$ cat config.mk
export PLATFORM = sky130hd
export DESIGN_NAME = register_file
export DESIGN_NICKNAME = d
export VERILOG_FILES = /design/src/rtl/register_file.sv
export SDC_FILE = /design/constraint.sdc
export NUM_CORES = 2
export LEC_CHECK = 0
export CAP_MARGIN = 40
export CORE_ASPECT_RATIO = 1.4
export CORE_MARGIN = 2
export CORE_UTILIZATION = 40
export DETAILED_ROUTE_END_ITERATION = 10
export GPL_TIMING_DRIVEN = 0
export RECOVER_POWER = 50
export SLEW_MARGIN = 20
export SYNTH_ARGS = -nofsm -noshare
export SYNTH_HDL_FRONTEND = slang
export SYNTH_SLANG_ARGS = --single-unit
$ cat constraint.sdc
create_clock -name clk -period 2.6 [get_ports clk]
set_clock_uncertainty 0.1 [all_clocks]
set_input_delay 0.26 -clock clk [delete_from_list [all_inputs] [get_ports clk]]
set_output_delay 0.26 -clock clk [all_outputs]
set_load 0.02 [all_outputs]
$ cat src/rtl/register_file.sv
// MIPS 32x32 general-purpose register file: two combinational read ports, one
// synchronous write port, $zero hardwired, $gp/$sp loaded with MARS pointers on reset.
module register_file #(
    parameter int          N_BITS  = 32,
    parameter logic [31:0] SP_INIT = 32'h7FFF_EFFC,
    parameter logic [31:0] GP_INIT = 32'h1000_8000
) (
    input  logic              clk,
    input  logic              reset,
    input  logic              RegWrite,
    input  logic [4:0]        WriteRegister,
    input  logic [N_BITS-1:0] WriteData,
    input  logic [4:0]        ReadRegister1,
    input  logic [4:0]        ReadRegister2,
    output logic [N_BITS-1:0] ReadData1,
    output logic [N_BITS-1:0] ReadData2
);

    logic [N_BITS-1:0] regs_q [1:31];
    logic [N_BITS-1:0] regs_d [1:31];

    function automatic logic [N_BITS-1:0] reset_value(input int idx);
        if (idx == 28) return N_BITS'(GP_INIT);
        if (idx == 29) return N_BITS'(SP_INIT);
        return '0;
    endfunction

    // Index 0 never matches any slot, so a write to $zero falls through and is lost.
    always_comb begin
        for (int i = 1; i < 32; i++) begin
            regs_d[i] = regs_q[i];
            if (RegWrite && (WriteRegister == 5'(i)))
                regs_d[i] = WriteData;
        end
    end

    always_ff @(posedge clk) begin
        for (int i = 1; i < 32; i++) begin
            if (!reset)
                regs_q[i] <= reset_value(i);
            else
                regs_q[i] <= regs_d[i];
        end
    end

    // Reads see only committed state; a bypass would close a loop through the ALU.
    always_comb begin
        ReadData1 = '0;
        ReadData2 = '0;
        for (int i = 1; i < 32; i++) begin
            if (ReadRegister1 == 5'(i)) ReadData1 = regs_q[i];
            if (ReadRegister2 == 5'(i)) ReadData2 = regs_q[i];
        end
    end

endmodule

==> metrics.md, run 1 <==
| Metric | Value |
|---|---|
| Mapped Cells | 7,405 |
| Post-synth net total | 7,455 |
| Largest net degree at the start of global routing | 17 |
| GRT overflow | 3,384 |
| Starting Density | 0.402 |
| Synth Register Bits | 992 |
| Post-synthesis cell type count | 92 |
| Synth Flop Type | dfxtp_1 |
| First-pass GRT wire length | 823 mm |
| CTS Root Cell | clkbuf_16 |
| Status | did not finish |
| Top Ports | 114 |
| Mean Syn Cell Area | 7.37 µm² |
| Fail Step | global routing (5_1_grt) |
| Num CTS Buffers | 103 |
| Clock sink count | 992 |
| Vias in the first global route | 81.6k |
| All-layer global routing usage | 0.820 |
| Yosys warning total | 0 |
| Log Error | [ERROR GRT-0116] Global routing finished with congestion. Check the congestion regions in the DRC Viewer. |
| Async SR Flop Fraction | 0 |
| Die extent in y | 441 µm |
| Num rows | 160 |
| GP Congestion | 1.32 |
| Syn Std Cell Area | 54,600 µm² |
| Post-synth EDFFs | 0 |
| H-Tree Depth | 3 |
| IO Port Bufs | 110 |
| Placed insts | 9,496 |
| Die width | 316 µm |
| Post-synthesis sequential area ratio | 0.364 |
| Longest Clk Path Bufs | 3 |
| HPWL after DPL | 379 mm |
-- kinds of logic after synthesis --
family          share of synthesized area
mux                                0.0371
flops                               0.364
buf+inv                            0.0571
simple gates                        0.220
compound gates                      0.323
-- synthesized netlist by cell type (59+ instances only) --
cell	n	area [µm²]
clkbuf_1	502	1880
nor2_1	293	1100
nand2_1	2273	8530
a22oi_1	138	1040
o21ai_0	379	1900
a211oi_1	67	503
a21oi_1	313	1570
a221oi_1	59	517
nor3_1	82	410
o221ai_1	63	552
buf_2	157	786
a21boi_0	961	7210
nand3_1	111	556
dfxtp_1	992	19900
mux2i_1	144	1440
o22ai_1	168	1050
-- stage by stage --
stage | TNS [ns] | util | setup slack, ns | cell area [µm²]
CTS | -32.55 | 0.544 | -1.01 | 73900
global placement | -1227.91 | 0.427 | -4.92 | 57900
detailed placement | -1060.13 | 0.445 | -3.78 | 60400
floorplan | 0 | - | 0.0636 | 54600
-- repair_timing --
action                                  in CTS
buffers inserted                           257
hold buffers                                 1
pin swaps                                  301
cloned                                       8
gates resized for setup                   2240
endpoints found under the setup margin     769
hold endpoints to repair                    14
-- routing by layer --
metal	overflow	track usage
met1	88	0.795
met2	2287	0.997
met4	913	0.817
met5	2	0.449
met3	94	0.676
==> run 2, diff against run 1 <==
--- a/config.mk
+++ b/config.mk
@@ -6,11 +6,11 @@
 export NUM_CORES = 2
 export LEC_CHECK = 0
 export CAP_MARGIN = 40
-export CORE_ASPECT_RATIO = 1.4
 export CORE_MARGIN = 2
-export CORE_UTILIZATION = 40
+export CORE_UTILIZATION = 25
 export DETAILED_ROUTE_END_ITERATION = 10
 export GPL_TIMING_DRIVEN = 0
+export PLACE_DENSITY_LB_ADDON = 0.15
 export RECOVER_POWER = 50
 export SLEW_MARGIN = 20
 export SYNTH_ARGS = -nofsm -noshare
==> run 2 against run 1 <==
Synthesized cell count did not move. Area after synthesis unchanged. The flow now finishes, with violations (setup timing).
==> metrics.md, run 2 <==
| Metric | Value |
|---|---|
| Status | complete, but fails checks (was did not finish) |
| Failing checks | setup timing |
| 1st-iter DRT viols | 13.0k |
| Worst-skew pair later-pin latency | 0.86 ns |
| Largest regs | regs_q (992) |
| Synth Flop Type | dfxtp_1 (unchanged) |
| Crit path buffers/inverters | 7 |
| Cell taking the most area after synthesis | dfxtp_1 (unchanged) |
| Setup TNS | -309.45 ns |
| HPWL after DPL | 487 mm (was 379 mm) |
| Vias in the first global route | 65.6k |
| CTS tree | done |
| Max reg flops | 992 |
| Largest reg by FF count | regs_q |
| Worst-Margin Slew | 1.29 ns |
| First-pass GRT wire length | 772 mm |
| Vias per cell | 6.62 |
| GRT overflow | 0 |
| H-Tree Depth | 4 (was 3) |
| Internal power | 29,600 µW |
| Vias | 76.1k |
| CP Cell Sequence | buf_8 -> buf_12 -> buf_16 -> buf_16 -> buf_12 -> buf_12 -> a21oi_1 -> o22ai_1 -> nor3_1 -> a222oi_1 -> o21ai_2 -> buf_6 |
| Final Cell Area | 82,800 µm² |
| Mapped Cells | 7,405 (unchanged) |
| Final Non-Filler Cells | 11.5k |
| Slew Viols, Final | 0 |
| Largest net degree at the start of global routing | 17 |
| Maximum vdd drop | 739 µV |
| Share of the synthesized area in the top cell type | 0.364 (unchanged) |
| CTS Root Cell | clkbuf_16 (unchanged) |
| Power density over cell area | 554 nW/µm² |
| Die width | 471 µm (was 316 µm) |
| Num rows | 171 (was 160) |
| Sw frac | 0.355 |
| Worst endpoint required time | 2.24 ns |
| Async SR Flop Fraction | 0 (unchanged) |
| CP Capture Type | output port |
| Most used cell, CP | buf_12 |
| Final worst path period share | 1.53 |
| Post-synthesis cell type count | 92 (unchanged) |
| Post-synth net total | 7,455 (unchanged) |
| Synth Register Bits | 992 (unchanged) |
| Worst setup margin | -1.37 ns |
| # setup viols final | 848 |
| Synth top cells by count | nand2_1, dfxtp_1, a21boi_0, clkbuf_1, o21ai_0 (unchanged) |
| Area grow syn2layout | 51.7% |
| Starting Density | 0.251 (was 0.402) |
| Post-synth EDFFs | 0 (unchanged) |
| Fmax | 0.252 GHz |
| Mean Syn Cell Area | 7.37 µm² (unchanged) |
| Gate power share | 0.241 |
| Top Ports | 114 (unchanged) |
| Clock power frac | 0.422 |
| CTS clk-pin slew, worst paths | 0.06 ns |
| Nets | 8,498 |
| All-layer global routing usage | 0.544 |
| Longest Clk Path Bufs | 3 (unchanged) |
| Min Tclk post-route | 3.97 ns |
| IO Port Bufs | 110 (unchanged) |
| Placed cell area | 63,700 µm² (was 60,400 µm²) |
| DRC Markers | 0 |
| Highest-count cells in the layout ignoring fill and taps | nand2_1, a21boi_0, dfxtp_1, buf_4, clkbuf_1 |
| Final Hold Viols | 0 |
| Hold Crit Class | in2reg |
| Max_cap viols | 0 |
| Syn Std Cell Area | 54,600 µm² (unchanged) |
| Top-count cell post-synth | nand2_1 (unchanged) |
| Worst Hold Depth | 3 |
| CP delay by family, top | compound AO/OA/AOI/OAI gates |
| Slew HR | 0.141 |
| Initial antenna violation count | 98 |
| Post-synthesis sequential area ratio | 0.364 (unchanged) |
| Net switching power | 16,300 µW |
| Drt total wl | 630 mm |
| Die Footprint | 222,000 µm² |
| Yosys warning total | 0 (unchanged) |
| Fillers | 22.5k |
| Critical Path AT | 3.61 ns |
| Slowest CP cell | a222oi_1 |
| Crit start category | input pin |
| Worst-path fanout max | 10 |
| Placed insts | 10.7k (was 9,496) |
| WL/cell | 54.8 µm |
| Clock sink count | 992 (unchanged) |
| Pleak | 0.0287 µW |
| Final Util | 0.381 |
| Drt pass-1 iters | 10 |
| Most common cell after layout, fill and taps aside | nand2_1 |
| Die extent in y | 471 µm (was 441 µm) |
| RSZ-0062 raised after global routing | true |
| Critical path type | in2out |
| Reg2reg path depth | 2 |
| Num CTS Buffers | 130 (was 103) |
| Core footprint | 217,000 µm² |
| Stages on the worst setup path | 12 |
| Reg power frac | 0.337 |
| Max stage delay on crit path | 1.07 ns |
| GP Congestion | 1.11 (was 1.32) |
| Synth area leaders | dfxtp_1, nand2_1, a21boi_0, o21ai_0, clkbuf_1 (unchanged) |
| Antenna Nets Post-Route | 0 |
| Ratio of cells with drive above 1 in the final layout | 0.288 |
run 2: cell counts after synthesis:
Identical to the previous run, type by type.
run 2: layout make-up:
type | instances | area [µm²] | share of cell area
antenna | 98 | 245 | 0.00296
buffer | 699 | 6140 | 0.0741
clock buffer | 185 | 3840 | 0.0464
clock inverter | 44 | 561 | 0.00677
inverter | 17 | 105 | 0.00127
multi-input combinational | 5682 | 37600 | 0.454
sequential | 992 | 20200 | 0.244
tap | 2854 | 3570 | 0.0431
timing repair buffer | 926 | 10500 | 0.127
run 2: power groups by stage:
stage | sequential, µW | clock, µW | combinational, µW
global route | 15500 | 19900 | 10500
detailed placement | 15800 | 0 | 7820
global placement | 15800 | 0 | 7200
finish | 15500 | 19400 | 11000
floorplan | 15700 | 0 | 2500
CTS | 15500 | 19300 | 9620
run 2: kinds of logic (layout without fill, tap and decap cells):
family | Yosys count | after routing | synth area share
muxes | 186 | 186 | 0.0371
other | 0 | 98 | 0
DFF | 992 | 992 | 0.364
AOI/OAI and AO/OA | 2540 | 2540 | 0.323
and+or+nand+nor | 2956 | 2956 | 0.220
buffers and inverters | 731 | 1871 | 0.0571
run 2: timing repair:
action | 4_1_cts | 5_1_grt
resized for setup | 2406 | 531
hold buffers | 1 | 0
buffers inserted | 316 | 186
hold endpoints to repair | 1 | 0
setup endpoints to repair | 558 | 539
gates cloned | 11 | 1
pin swaps | 297 | 248
run 2: worst min-delay path, cell delays in order:
cell and delay [ns]:
clkdlybuf4s50_1 0.52, nand2_1 0.10, a21boi_0 0.08
run 2: path summary, 6_finish.rpt:
path,startpoint,end,slack (ns)
worst min-delay path,WriteData[6],regs_q[1][166],0.04
worst max register to register,regs_q[1][158],regs_q[1][158],1.34
worst min register to register,regs_q[1][42],regs_q[1][42],0.37
worst max-delay path,ReadRegister2[0],ReadData2[15],-1.37
run 2: metal layers:
metal  wire, µm  GRT usage  vias up  share of wire
met2     246000      0.752     7178           0.39
met5        946     0.0292        -         0.0015
met3      84500      0.259     2587           0.13
li1           -          -    28300              -
met1     226000      0.611    38000           0.36
met4      71800      0.493       29           0.11
run 2: through the flow:
step	worst slack, ns	power, µW	hold slack [ns]
2_1_floorplan	0.0636	18200	0.305
3_3_place_gp	-7.25	23000	0.356
3_5_place_dp	-4.20	23700	0.360
4_1_cts	-1.26	44400	0.0456
5_1_grt	-1.13	45900	0.0584
6_report	-1.37	45900	0.0436
No activity file was read; power rests on OpenSTA's default activity.
